===== config.mk =====
export PLATFORM = sky130hd
export DESIGN_NAME = car_sequencer_flat
export DESIGN_NICKNAME = d
export VERILOG_FILES = /design/src/rtl/car_sequencer_pkg.sv /design/src/rtl/car_sequencer_if.sv /design/src/rtl/car_decode.sv /design/src/rtl/car_sequencer.sv /design/src/flat_wrapper.sv
export SDC_FILE = /design/constraint.sdc
export NUM_CORES = 1
export LEC_CHECK = 0
export CAP_MARGIN = 25
export CORE_ASPECT_RATIO = 0.9
export CORE_UTILIZATION = 50
export CTS_CLUSTER_DIAMETER = 150
export DETAILED_ROUTE_END_ITERATION = 12
export PLACE_DENSITY_LB_ADDON = 0.15
export SETUP_SLACK_MARGIN = 0.02
export SYNTH_ARGS = -nofsm -noshare
export SYNTH_HDL_FRONTEND = slang
export SYNTH_SLANG_ARGS = --single-unit

===== constraint.sdc =====
create_clock -name MCLK -period 3.22 [get_ports MCLK]
set_clock_uncertainty 0.2 [all_clocks]
set_input_delay 0.644 -clock MCLK [delete_from_list [all_inputs] [get_ports MCLK]]
set_output_delay 0.644 -clock MCLK [all_outputs]
set_load 0.05 [all_outputs]

===== src/rtl/car_sequencer_pkg.sv =====
// Shared definitions for the control-address sequencer: CAR encodings,
// register indices, jump condition codes and source-mode classification.
package car_sequencer_pkg;

    localparam int CAR_BITS = 6;

    // Register-file indices with special meaning to the addressing modes.
    localparam logic [3:0] PC_IDX = 4'd0;
    localparam logic [3:0] SP_IDX = 4'd1;
    localparam logic [3:0] SR_IDX = 4'd2;
    localparam logic [3:0] CG_IDX = 4'd3;

    // Jump condition codes carried in instruction bits [12:10].
    localparam logic [2:0] JC_NE = 3'b000;
    localparam logic [2:0] JC_EQ = 3'b001;
    localparam logic [2:0] JC_NC = 3'b010;
    localparam logic [2:0] JC_C  = 3'b011;
    localparam logic [2:0] JC_N  = 3'b100;
    localparam logic [2:0] JC_GE = 3'b101;
    localparam logic [2:0] JC_L  = 3'b110;
    localparam logic [2:0] JC_MP = 3'b111;

    // Control addresses; each multi-cycle chain occupies consecutive codes.
    // Codes 60..63 are unused and recover to CAR_0.
    typedef enum logic [CAR_BITS-1:0] {
        CAR_0          = 6'd0,
        CAR_REG_REG    = 6'd1,
        CAR_REG_IDX0   = 6'd2,
        CAR_REG_IDX1   = 6'd3,
        CAR_REG_IDX2   = 6'd4,
        CAR_REG_IDX3   = 6'd5,
        CAR_IND_REG0   = 6'd6,
        CAR_IND_REG1   = 6'd7,
        CAR_IND_IDX0   = 6'd8,
        CAR_IND_IDX1   = 6'd9,
        CAR_IND_IDX2   = 6'd10,
        CAR_IND_IDX3   = 6'd11,
        CAR_IND_IDX4   = 6'd12,
        CAR_IDX_REG0   = 6'd13,
        CAR_IDX_REG1   = 6'd14,
        CAR_IDX_REG2   = 6'd15,
        CAR_IDX_IDX0   = 6'd16,
        CAR_IDX_IDX1   = 6'd17,
        CAR_IDX_IDX2   = 6'd18,
        CAR_IDX_IDX3   = 6'd19,
        CAR_IDX_IDX4   = 6'd20,
        CAR_IDX_IDX5   = 6'd21,
        CAR_OP1_REG    = 6'd22,
        CAR_OP1_IND0   = 6'd23,
        CAR_OP1_IND1   = 6'd24,
        CAR_OP1_IND2   = 6'd25,
        CAR_OP1_IDX0   = 6'd26,
        CAR_OP1_IDX1   = 6'd27,
        CAR_OP1_IDX2   = 6'd28,
        CAR_OP1_IDX3   = 6'd29,
        CAR_PUSH_REG0  = 6'd30,
        CAR_PUSH_REG1  = 6'd31,
        CAR_PUSH_REG2  = 6'd32,
        CAR_PUSH_IND0  = 6'd33,
        CAR_PUSH_IND1  = 6'd34,
        CAR_PUSH_IND2  = 6'd35,
        CAR_PUSH_IDX0  = 6'd36,
        CAR_PUSH_IDX1  = 6'd37,
        CAR_PUSH_IDX2  = 6'd38,
        CAR_PUSH_IDX3  = 6'd39,
        CAR_CALL_REG0  = 6'd40,
        CAR_CALL_REG1  = 6'd41,
        CAR_CALL_REG2  = 6'd42,
        CAR_CALL_IND0  = 6'd43,
        CAR_CALL_IND1  = 6'd44,
        CAR_CALL_IND2  = 6'd45,
        CAR_CALL_IDX0  = 6'd46,
        CAR_CALL_IDX1  = 6'd47,
        CAR_CALL_IDX2  = 6'd48,
        CAR_CALL_IDX3  = 6'd49,
        CAR_RETI0      = 6'd50,
        CAR_RETI1      = 6'd51,
        CAR_RETI2      = 6'd52,
        CAR_RETI3      = 6'd53,
        CAR_JMP0       = 6'd54,
        CAR_INT0       = 6'd55,
        CAR_INT1       = 6'd56,
        CAR_INT2       = 6'd57,
        CAR_INT3       = 6'd58,
        CAR_INT4       = 6'd59
    } car_t;

    typedef enum logic [1:0] {
        MODE_REG = 2'd0,
        MODE_IDX = 2'd1,
        MODE_IND = 2'd2
    } mode_t;

    // Constant-generator encodings (R3 always, R2 with As=1x) behave as
    // register sources; R2 with As=01 is absolute and stays indexed.
    function automatic mode_t src_mode(input logic [1:0] as_bits, input logic [3:0] src_reg);
        mode_t m;
        if (src_reg == CG_IDX || (src_reg == SR_IDX && as_bits[1])) begin
            m = MODE_REG;
        end else if (as_bits == 2'b00) begin
            m = MODE_REG;
        end else if (as_bits == 2'b01) begin
            m = MODE_IDX;
        end else begin
            m = MODE_IND;
        end
        return m;
    endfunction

    // States at which the next instruction word is fetched (or an interrupt taken).
    function automatic logic is_fetch(input car_t c);
        return c inside {CAR_0, CAR_REG_REG, CAR_REG_IDX3, CAR_IND_REG1, CAR_IND_IDX4,
                         CAR_IDX_REG2, CAR_IDX_IDX5, CAR_OP1_REG, CAR_OP1_IND2,
                         CAR_OP1_IDX3, CAR_PUSH_REG2, CAR_PUSH_IND2, CAR_PUSH_IDX3};
    endfunction

endpackage


===== src/rtl/car_sequencer_if.sv =====
// Bus between the instruction memory / status register / interrupt unit and
// the control-address sequencer. STALL exists only with CAR_SEQ_STALL_EN.
interface car_sequencer_if;
    import car_sequencer_pkg::*;

    logic [15:0]         MDB_in;
    logic [3:0]          SR_flags;
    logic                INTREQ;
`ifdef CAR_SEQ_STALL_EN
    logic                STALL;
`endif
    logic [CAR_BITS-1:0] CAR;
    logic [15:0]         IR;

    modport master (
        output MDB_in,
        output SR_flags,
        output INTREQ,
`ifdef CAR_SEQ_STALL_EN
        output STALL,
`endif
        input  CAR,
        input  IR
    );

    modport slave (
        input  MDB_in,
        input  SR_flags,
        input  INTREQ,
`ifdef CAR_SEQ_STALL_EN
        input  STALL,
`endif
        output CAR,
        output IR
    );

endinterface


===== src/rtl/car_decode.sv =====
// Combinational instruction dispatch: maps the fetched word and the current
// status flags ({V,N,Z,C}) to the first control address of its sequence.
module car_decode
    import car_sequencer_pkg::*;
(
    input  logic [15:0] MDB_in,
    input  logic [3:0]  SR_flags,
    output car_t        next_car
);

    mode_t fmt1_mode;
    mode_t fmt2_mode;
    logic  jump_taken;

    function automatic logic cond_true(input logic [2:0] cond, input logic [3:0] flags);
        logic v, n, z, c, r;
        {v, n, z, c} = flags;
        case (cond)
            JC_NE:   r = !z;
            JC_EQ:   r = z;
            JC_NC:   r = !c;
            JC_C:    r = c;
            JC_N:    r = n;
            JC_GE:   r = !(n ^ v);
            JC_L:    r = n ^ v;
            default: r = 1'b1;
        endcase
        return r;
    endfunction

    assign fmt1_mode  = src_mode(MDB_in[5:4], MDB_in[11:8]);
    assign fmt2_mode  = src_mode(MDB_in[5:4], MDB_in[3:0]);
    assign jump_taken = cond_true(MDB_in[12:10], SR_flags);

    // Select the entry state by instruction format, operation and addressing mode.
    always_comb begin
        next_car = CAR_0;
        if (MDB_in[15:12] >= 4'd4) begin
            case (fmt1_mode)
                MODE_REG: next_car = MDB_in[7] ? CAR_REG_IDX0 : CAR_REG_REG;
                MODE_IDX: next_car = MDB_in[7] ? CAR_IDX_IDX0 : CAR_IDX_REG0;
                default:  next_car = MDB_in[7] ? CAR_IND_IDX0 : CAR_IND_REG0;
            endcase
        end else if (MDB_in[15:13] == 3'b001) begin
            next_car = jump_taken ? CAR_JMP0 : CAR_0;
        end else if (MDB_in[15:12] == 4'd1) begin
            case (MDB_in[9:7])
                3'b000, 3'b001, 3'b010, 3'b011: begin
                    case (fmt2_mode)
                        MODE_REG: next_car = CAR_OP1_REG;
                        MODE_IDX: next_car = CAR_OP1_IDX0;
                        default:  next_car = CAR_OP1_IND0;
                    endcase
                end
                3'b100: begin
                    case (fmt2_mode)
                        MODE_REG: next_car = CAR_PUSH_REG0;
                        MODE_IDX: next_car = CAR_PUSH_IDX0;
                        default:  next_car = CAR_PUSH_IND0;
                    endcase
                end
                3'b101: begin
                    case (fmt2_mode)
                        MODE_REG: next_car = CAR_CALL_REG0;
                        MODE_IDX: next_car = CAR_CALL_IDX0;
                        default:  next_car = CAR_CALL_IND0;
                    endcase
                end
                3'b110:  next_car = CAR_RETI0;
                default: next_car = CAR_0;
            endcase
        end
    end

endmodule


===== src/rtl/car_sequencer.sv =====
// Control-address sequencer: holds CAR and IR, dispatches a new instruction
// in fetch states, walks multi-cycle chains and enters the interrupt
// sequence. Optional freeze input is enabled with CAR_SEQ_STALL_EN.
module car_sequencer
    import car_sequencer_pkg::*;
(
    input  logic          MCLK,
    input  logic          RST_n,
    car_sequencer_if.slave bus
);

    car_t        car_q;
    car_t        car_d;
    car_t        dispatch_car;
    logic [15:0] ir_q;
    logic [15:0] ir_d;
    logic        stall_req;

`ifdef CAR_SEQ_STALL_EN
    assign stall_req = bus.STALL;
`else
    assign stall_req = 1'b0;
`endif

    car_decode u_decode (
        .MDB_in   (bus.MDB_in),
        .SR_flags (bus.SR_flags),
        .next_car (dispatch_car)
    );

    // Next control address and instruction register; everything holds by default.
    always_comb begin
        car_d = car_q;
        ir_d  = ir_q;
        if (!stall_req) begin
            if (is_fetch(car_q)) begin
                if (bus.INTREQ) begin
                    car_d = CAR_INT0;
                end else begin
                    car_d = dispatch_car;
                    ir_d  = bus.MDB_in;
                end
            end else begin
                case (car_q)
                    CAR_REG_IDX0:  car_d = CAR_REG_IDX1;
                    CAR_REG_IDX1:  car_d = CAR_REG_IDX2;
                    CAR_REG_IDX2:  car_d = CAR_REG_IDX3;
                    CAR_IND_REG0:  car_d = CAR_IND_REG1;
                    CAR_IND_IDX0:  car_d = CAR_IND_IDX1;
                    CAR_IND_IDX1:  car_d = CAR_IND_IDX2;
                    CAR_IND_IDX2:  car_d = CAR_IND_IDX3;
                    CAR_IND_IDX3:  car_d = CAR_IND_IDX4;
                    CAR_IDX_REG0:  car_d = CAR_IDX_REG1;
                    CAR_IDX_REG1:  car_d = CAR_IDX_REG2;
                    CAR_IDX_IDX0:  car_d = CAR_IDX_IDX1;
                    CAR_IDX_IDX1:  car_d = CAR_IDX_IDX2;
                    CAR_IDX_IDX2:  car_d = CAR_IDX_IDX3;
                    CAR_IDX_IDX3:  car_d = CAR_IDX_IDX4;
                    CAR_IDX_IDX4:  car_d = CAR_IDX_IDX5;
                    CAR_OP1_IND0:  car_d = CAR_OP1_IND1;
                    CAR_OP1_IND1:  car_d = CAR_OP1_IND2;
                    CAR_OP1_IDX0:  car_d = CAR_OP1_IDX1;
                    CAR_OP1_IDX1:  car_d = CAR_OP1_IDX2;
                    CAR_OP1_IDX2:  car_d = CAR_OP1_IDX3;
                    CAR_PUSH_REG0: car_d = CAR_PUSH_REG1;
                    CAR_PUSH_REG1: car_d = CAR_PUSH_REG2;
                    CAR_PUSH_IND0: car_d = CAR_PUSH_IND1;
                    CAR_PUSH_IND1: car_d = CAR_PUSH_IND2;
                    CAR_PUSH_IDX0: car_d = CAR_PUSH_IDX1;
                    CAR_PUSH_IDX1: car_d = CAR_PUSH_IDX2;
                    CAR_PUSH_IDX2: car_d = CAR_PUSH_IDX3;
                    CAR_CALL_REG0: car_d = CAR_CALL_REG1;
                    CAR_CALL_REG1: car_d = CAR_CALL_REG2;
                    CAR_CALL_IND0: car_d = CAR_CALL_IND1;
                    CAR_CALL_IND1: car_d = CAR_CALL_IND2;
                    CAR_CALL_IDX0: car_d = CAR_CALL_IDX1;
                    CAR_CALL_IDX1: car_d = CAR_CALL_IDX2;
                    CAR_CALL_IDX2: car_d = CAR_CALL_IDX3;
                    CAR_RETI0:     car_d = CAR_RETI1;
                    CAR_RETI1:     car_d = CAR_RETI2;
                    CAR_RETI2:     car_d = CAR_RETI3;
                    CAR_INT0:      car_d = CAR_INT1;
                    CAR_INT1:      car_d = CAR_INT2;
                    CAR_INT2:      car_d = CAR_INT3;
                    CAR_INT3:      car_d = CAR_INT4;
                    default:       car_d = CAR_0;
                endcase
            end
        end
    end

    // CAR/IR registers; reset forces the fetch state with a cleared IR.
    always_ff @(posedge MCLK or negedge RST_n) begin
        if (!RST_n) begin
            car_q <= CAR_0;
            ir_q  <= 16'h0000;
        end else begin
            car_q <= car_d;
            ir_q  <= ir_d;
        end
    end

    assign bus.CAR = car_q;
    assign bus.IR  = ir_q;

endmodule


===== src/flat_wrapper.sv =====
// flat-port wrapper written by rule: the top's interface ports become plain ports
module car_sequencer_flat import car_sequencer_pkg::*;
  (MCLK, RST_n, bus_MDB_in, bus_SR_flags, bus_INTREQ, bus_CAR, bus_IR);
  car_sequencer_if bus_i ();
  input  logic MCLK;
  input  logic RST_n;
  input wire logic [$bits(bus_i.MDB_in)-1:0] bus_MDB_in;
  input wire logic [$bits(bus_i.SR_flags)-1:0] bus_SR_flags;
  input wire logic [$bits(bus_i.INTREQ)-1:0] bus_INTREQ;
  output wire logic [$bits(bus_i.CAR)-1:0] bus_CAR;
  output wire logic [$bits(bus_i.IR)-1:0] bus_IR;
  assign bus_i.MDB_in = bus_MDB_in;
  assign bus_i.SR_flags = bus_SR_flags;
  assign bus_i.INTREQ = bus_INTREQ;
  assign bus_CAR = bus_i.CAR;
  assign bus_IR = bus_i.IR;
  car_sequencer u_core (.MCLK(MCLK), .RST_n(RST_n), .bus(bus_i));
endmodule

==> results of run 1 <==
==> cell families after synthesis <==
kind of cell | count (synthesis)
adders and majority gates | 5
AOI/OAI and AO/OA | 64
DFF | 22
buffers and inverters | 22
muxes | 23
and+or+nand+nor | 68
==> synth_stat cells, types with 2 or more instances <==
cell type / count
a31oi_1: 5
nor2_1: 13
or3_1: 2
inv_1: 7
a21o_1: 3
nor3b_1: 10
clkbuf_1: 10
ha_1: 4
a221oi_1: 2
mux2_2: 6
a22oi_1: 2
or2_2: 2
o22ai_1: 6
a211o_1: 2
nor2b_1: 7
and3_1: 2
a311oi_1: 3
o311a_1: 3
a21oi_1: 12
a211oi_1: 4
buf_2: 3
nand2b_1: 7
nand3_1: 2
and3b_1: 2
mux2i_1: 6
o21ai_0: 14
a41oi_1: 2
nand3b_1: 2
nand2_1: 10
mux2_4: 10
dfrtp_1: 22
==> worst register-to-register path: stages (launching register included) <==
cell	delay, ps
dfrtp_1	540
ha_1	430
nor3b_1	100
nor4_1	180
a222oi_1	170
nor2_2	810
mux2_2	420
==> cell usage in the layout (no fill, tap or decap), types with 2 or more instances in the layout <==
| cell | Yosys | layout |
|---|---|---|
| a211o_1 | 2 | 2 |
| a211oi_1 | 4 | 4 |
| a21o_1 | 3 | 3 |
| a21oi_1 | 12 | 12 |
| a221oi_1 | 2 | 2 |
| a22oi_1 | 2 | 2 |
| a311oi_1 | 3 | 3 |
| a31oi_1 | 5 | 5 |
| a41oi_1 | 2 | 2 |
| and3_1 | 2 | 2 |
| and3b_1 | 2 | 2 |
| buf_4 | 0 | 7 |
| clkbuf_8 | 0 | 3 |
| clkdlybuf4s50_1 | 0 | 44 |
| dfrtp_1 | 22 | 22 |
| ha_1 | 4 | 4 |
| inv_1 | 7 | 7 |
| mux2_2 | 6 | 6 |
| mux2_4 | 10 | 10 |
| mux2i_1 | 6 | 6 |
| nand2_1 | 10 | 10 |
| nand2b_1 | 7 | 7 |
| nand3_1 | 2 | 2 |
| nand3b_1 | 2 | 2 |
| nor2_1 | 13 | 13 |
| nor2b_1 | 7 | 7 |
| nor3b_1 | 10 | 10 |
| o21ai_0 | 14 | 14 |
| o22ai_1 | 6 | 6 |
| o311a_1 | 3 | 3 |
| or2_2 | 2 | 2 |
| or3_1 | 2 | 2 |
==> power by group through the flow <==
stage	registers (mW)	logic (mW)	clock network, mW
after floorplan	1.02	0.912	0
after global placement	0.590	1.84	0
after detailed placement	0.604	1.87	0
after CTS	0.602	1.88	0.171
after global routing	0.628	2.01	0.182
final	0.603	1.90	0.167
==> registers in the layout (all words and copies together) (netlist names) <==
signal / flops
u_core.bus.CAR: 6
u_core.bus.IR: 16
==> area by class of cell <==
type | count | area share [%]
flip-flops and latches | 22 | 23.34
clock buffers | 3 | 1.751
repair buffers | 51 | 20.90
well taps | 44 | 2.334
inverters | 7 | 1.114
multi-input cells | 160 | 50.56
==> metal layers <==
layer | global-route usage (%) | share of wire (%) | wire [um] | vias up
met5 | 0 | 0 | 0 | -
met3 | 5.962 | 10 | 507 | 10
met4 | 5.280 | 1.3 | 66 | 0
met2 | 43.73 | 46 | 2289 | 102
li1 | - | - | - | 850
met1 | 38.21 | 43 | 2161 | 860
==> path summary, 6_finish.rpt <==
path,cells after the start,endpoint,slack [ps],start
min in group asynchronous,2,u_core.bus.IR[2],530,RST_n
max reg2reg,6,u_core.bus.IR[6],260,u_core.bus.CAR[0]
min,1,u_core.bus.IR[2],320,u_core.bus.IR[2]
max in group asynchronous,2,u_core.bus.IR[11],2060,RST_n
min reg2reg,1,u_core.bus.IR[2],320,u_core.bus.IR[2]
max,6,u_core.bus.IR[6],260,u_core.bus.CAR[0]
==> stage by stage <==
stage,area (um^2),instances
after CTS,2359,287
final,2359,287
after detailed placement,2317,284
after floorplan,1837,204
after global routing,2359,287
after global placement,2317,284
==> flow_summary.yaml, run 1 <==
layout:
  multi_input_area_um2: 1192
  register_area_um2: 550.5
  nNetsFinal: 272
  n_antenna_cell: 0
  fillers: 288
  area_growth_pct: 28.41
  final_util_pct: 68.30
  drive_gt1_share_pct: 12.76
synth:
  synth_ff_type: "dfrtp_1"
  synth_compound_area_share_pct: 23.30
  synth_simple_gate_area_share_pct: 22.00
  syn_area_per_cell_um2: 9.004
  synth_cell_type_count: 50
  synth_top_family_by_area: "compound AO/OA/AOI/OAI gates"
  synthesis.area_um2: 1837
  synth_nets: 231
  synth_xor_area_share_pct: 0
  synth_seq_cells: 22
  muxShareOfSynthArea_pct: 16.35
  yosysWarnings: 0
  synth_area_leader_cell: "dfrtp_1"
  synthAdderAreaFrac_pct: 3.270
  synth_edf_count: 0
  synth_top_area_share_pct: 29.97
  synth.yosys.seq_area_share_pct: 29.97
  synth_cells: 204
  synth.area.top_cells: "dfrtp_1, mux2_4, nor3b_1"
  async_flop_share_pct: 100.0
detailed_routing:
  wl_mm: 5.024
  routed_via_density: 6.348
  ant_nets: 0
  first_pass_iters: 5
  num_vias: 1822
  drt_iter0_markers: 188
  post_drt_wl_per_cell_um: 17.51
  drc: 0
clock_tree:
  numCtsBuffers: 3
  clockBufferDepth: 2
  cts_hold_buf: 0
  cts.sinks: 22
  cts_resized: 0
  htree_levels: 1
  post_cts_buffers: 0
  clkLatencyLatePin_ps: 260
  path_clk_slew_ps: 70
  clock_tree.root_cell: "clkbuf_8"
  tritoncts: "yes"
global_route:
  grt_pass1_vias: 1674
  grt_max_degree: 23
  antenna_found_initial: 0
  track_usage_pct: 27.42
  grt_pass1_wl_mm: 8.162
  grt_overflow_total: 0
power_and_ir_drop:
  p_switching_mw: 1.369
  p_leak_nw: 0.9680
  pwr-share-clk_pct: 6.3
  powerDensity_nw_per_um2: 1132
  ir_worst_vdd_v: 0.0006497
  swShare_pct: 51.30
  seqPwrFrac_pct: 22.6
  finalPower_mw: 2.669
  p_int_mw: 1.300
  p_comb_share_pct: 71.2
run_status:
  status: "finished clean"
timing:
  hold_ws_ps: 320.0
  worstMarginPinSlew_ps: 1031
  slew_violations: 0
  max_freq_mhz: 337.9
  rsz0062_at_grt: "false"
  hold_viol_final: 0
  max_slew_margin_pct: 31.18
  fin_crit_ps: 2959
  setup_viol: 0
  setup_ws_ps: 260.5
  period_share_pct: 91.91
  fin_tns_setup_ps: 0
critical_path:
  critPathCaptureType: "flip-flop"
  critPathMaxFanout: 16
  path_buf_inv: 0
  crit_type: "reg2reg"
  worstPathRequired_ps: 3170
  slowest_stage: "nor2_2"
  start_kind: "flip-flop"
  slowest_delay_ps: 810
  crit_chain: "ha_1, nor3b_1, nor4_1, a222oi_1, nor2_2, mux2_2"
  cp_top_family: "simple AND/OR/NAND/NOR gates"
  worstPathArrival_ps: 2910
die:
  start_util_pct: 53.19
  row_count: 20
  die_area_um2: 3920
  dieHeight_um: 59.50
  die_w_um: 65.89
  io_pins: 45
  core_area_um2: 3453
placed_design:
  port_buffers: 44
  place_ws_ps: 268.7
  hpwl_mm: 3.738
  place.gp.congestion: 0.9558
hold_path:
  hold_path_class: "reg2reg"
job:
  cap_violations: 0
No activity file was read; power rests on OpenSTA's default activity.
==> run 2: changes to the inputs <==
- PLACE_DENSITY: unset -> 0.84
- PLACE_DENSITY_LB_ADDON: 0.15 -> unset
==> run 2 against run 1 <==
  * Cell area rose by 1.2%
  * Critical path depth did not move
  * Routed wire length fell by 0.28%
  * Highest routed layer unchanged
  * Cell count rose by 1.0%
  * Worst hold slack got worse by 2.6 ps
  * Combinational power barely moved
  * Critical endpoint is now u_core.bus.IR[9]
==> flow_summary.yaml, run 2 (synthesis gave the netlist of run 1 again) <==
detailed_routing:
  wl_mm: 5.010
  num_vias: 1852
  drc: 0
  ant_nets: 0
  post_drt_wl_per_cell_um: 17.28
  drt_iter0_markers: 249
  routed_via_density: 6.386
  first_pass_iters: 5
clock_tree:
  clockBufferDepth: 2
  clkLatencyLatePin_ps: 260
  cts_hold_buf: 0
  post_cts_buffers: 0
  clock_tree.root_cell: "clkbuf_8"
  cts_resized: 0
  htree_levels: 1
  tritoncts: "yes"
  path_clk_slew_ps: 80
  numCtsBuffers: 3
  cts.sinks: 22
critical_path:
  slowest_delay_ps: 800
  worstPathArrival_ps: 2770
  ff2ff_setup_slack_ps: 400
  critPathMaxFanout: 16
  crit_type: "reg2reg"
  worstPathRequired_ps: 3170
  critPathCaptureType: "flip-flop"
  crit_chain: "ha_1, a21oi_1, o21ai_0, a222oi_1, nor2_2, mux2_2"
  start_kind: "flip-flop"
  slowest_stage: "nor2_2"
power_and_ir_drop:
  powerDensity_nw_per_um2: 1129
  ir_worst_vdd_v: 0.0007034
  p_leak_nw: 0.9851
hold_path:
  hold_path_class: "reg2reg"
placed_design:
  place.gp.congestion: 0.9290
  place_ws_ps: 268.4
  port_buffers: 44
  hpwl_mm: 3.624
global_route:
  grt_max_degree: 23
  track_usage_pct: 26.83
  grt_overflow_total: 0
  antenna_found_initial: 0
  grt_pass1_wl_mm: 7.935
  grt_pass1_vias: 1646
layout:
  n_antenna_cell: 0
  largest_reg_flops: 16
  nNetsFinal: 274
  area_growth_pct: 29.97
  drive_gt1_share_pct: 13.82
  final_util_pct: 69.13
  layout_common_cells: "clkdlybuf4s50_1, dfrtp_1, o21ai_0"
  layout_commonest_cell: "clkdlybuf4s50_1"
timing:
  fin_tns_setup_ps: 0
  hold_viol_final: 0
  worstMarginPinSlew_ps: 1010
  rsz0062_at_grt: "false"
  setup_ws_ps: 397.5
  period_share_pct: 87.66
  slew_violations: 0
  setup_viol: 0
  max_freq_mhz: 354.3
  max_slew_margin_pct: 32.57
  fin_crit_ps: 2823
die:
  io_pins: 45
  core_area_um2: 3453
  start_util_pct: 53.19
  dieHeight_um: 59.50
  die_area_um2: 3920
  row_count: 20
  die_w_um: 65.89
job:
  cap_violations: 0
run_status:
  status: "finished clean"
-- run 2: cell types whose count changed in the layout (fill, tap and decap cells not counted) --
cell	previous run	this run
clkbuf_8	3	4
buf_4	7	9
-- run 2: report_power, final --
| group | leakage, nW | switching (mW) | internal, mW |
|---|---|---|---|
| Combinational | 0.694 | 1.13 | 0.807 |
| Clock | 0.0288 | 0.0922 | 0.109 |
| Sequential | 0.262 | 0.137 | 0.424 |
| Total | 0.985 | 1.35 | 1.34 |
-- run 2: layout make-up --
| cell class | instances | area, um^2 |
|---|---|---|
| Tap cell | 44 | 55.05 |
| Multi-Input combinational cell | 160 | 1192 |
| Clock buffer | 4 | 55.05 |
| Sequential cell | 22 | 550.5 |
| Inverter | 7 | 26.28 |
| Timing Repair Buffer | 53 | 508.0 |
| Fill cell | 277 | 1066 |
-- run 2: routing by layer --
layer	part of all wire, %	vias to the layer above	global-route usage (%)	wire [um]
met4	2.2	0	7.143	110
met2	46	114	43.29	2300
met1	44	861	37.53	2188
met5	0	-	0	0
li1	-	859	-	-
met3	8.2	18	3.846	410
-- run 2: worst paths after layout --
kind | end | from | cells after the start
setup / recovery | u_core.bus.IR[9] | u_core.bus.CAR[0] | 6
hold / removal | u_core.bus.IR[2] | u_core.bus.IR[2] | 1
setup reg to reg | u_core.bus.IR[9] | u_core.bus.CAR[0] | 6
hold reg to reg | u_core.bus.IR[2] | u_core.bus.IR[2] | 1
max in group asynchronous | u_core.bus.CAR[3] | RST_n | 2
min in group asynchronous | u_core.bus.IR[3] | RST_n | 2
-- run 2: through the flow --
stage | cell area, um^2 | instances | power (mW) | hold WS [ps]
floorplan | 1837 | 204 | 1.927 | 148.4
global placement | 2332 | 286 | 2.444 | 288.1
detailed placement | 2332 | 286 | 2.471 | 299.1
CTS | 2387 | 290 | 2.688 | 319.4
global route | 2387 | 290 | 2.846 | 331.3
finish | 2387 | 290 | 2.695 | 317.4
-- run 2: critical path: cells and delay by family (launching register included) --
| family | cells | cell delay (ps) |
|---|---|---|
| AO/OA/AOI/OAI | 3 | 380 |
| adder cells (fa/ha/maj) | 1 | 370 |
| flip-flops | 1 | 520 |
| multiplexers | 1 | 420 |
| AND/OR/NAND/NOR | 1 | 800 |
==> run 3: changes to the inputs <==
- SETUP_SLACK_MARGIN: 0.02 -> unset
==> results of run 3 <==
Final layout, timing and power as in run 2 (identical DEF).
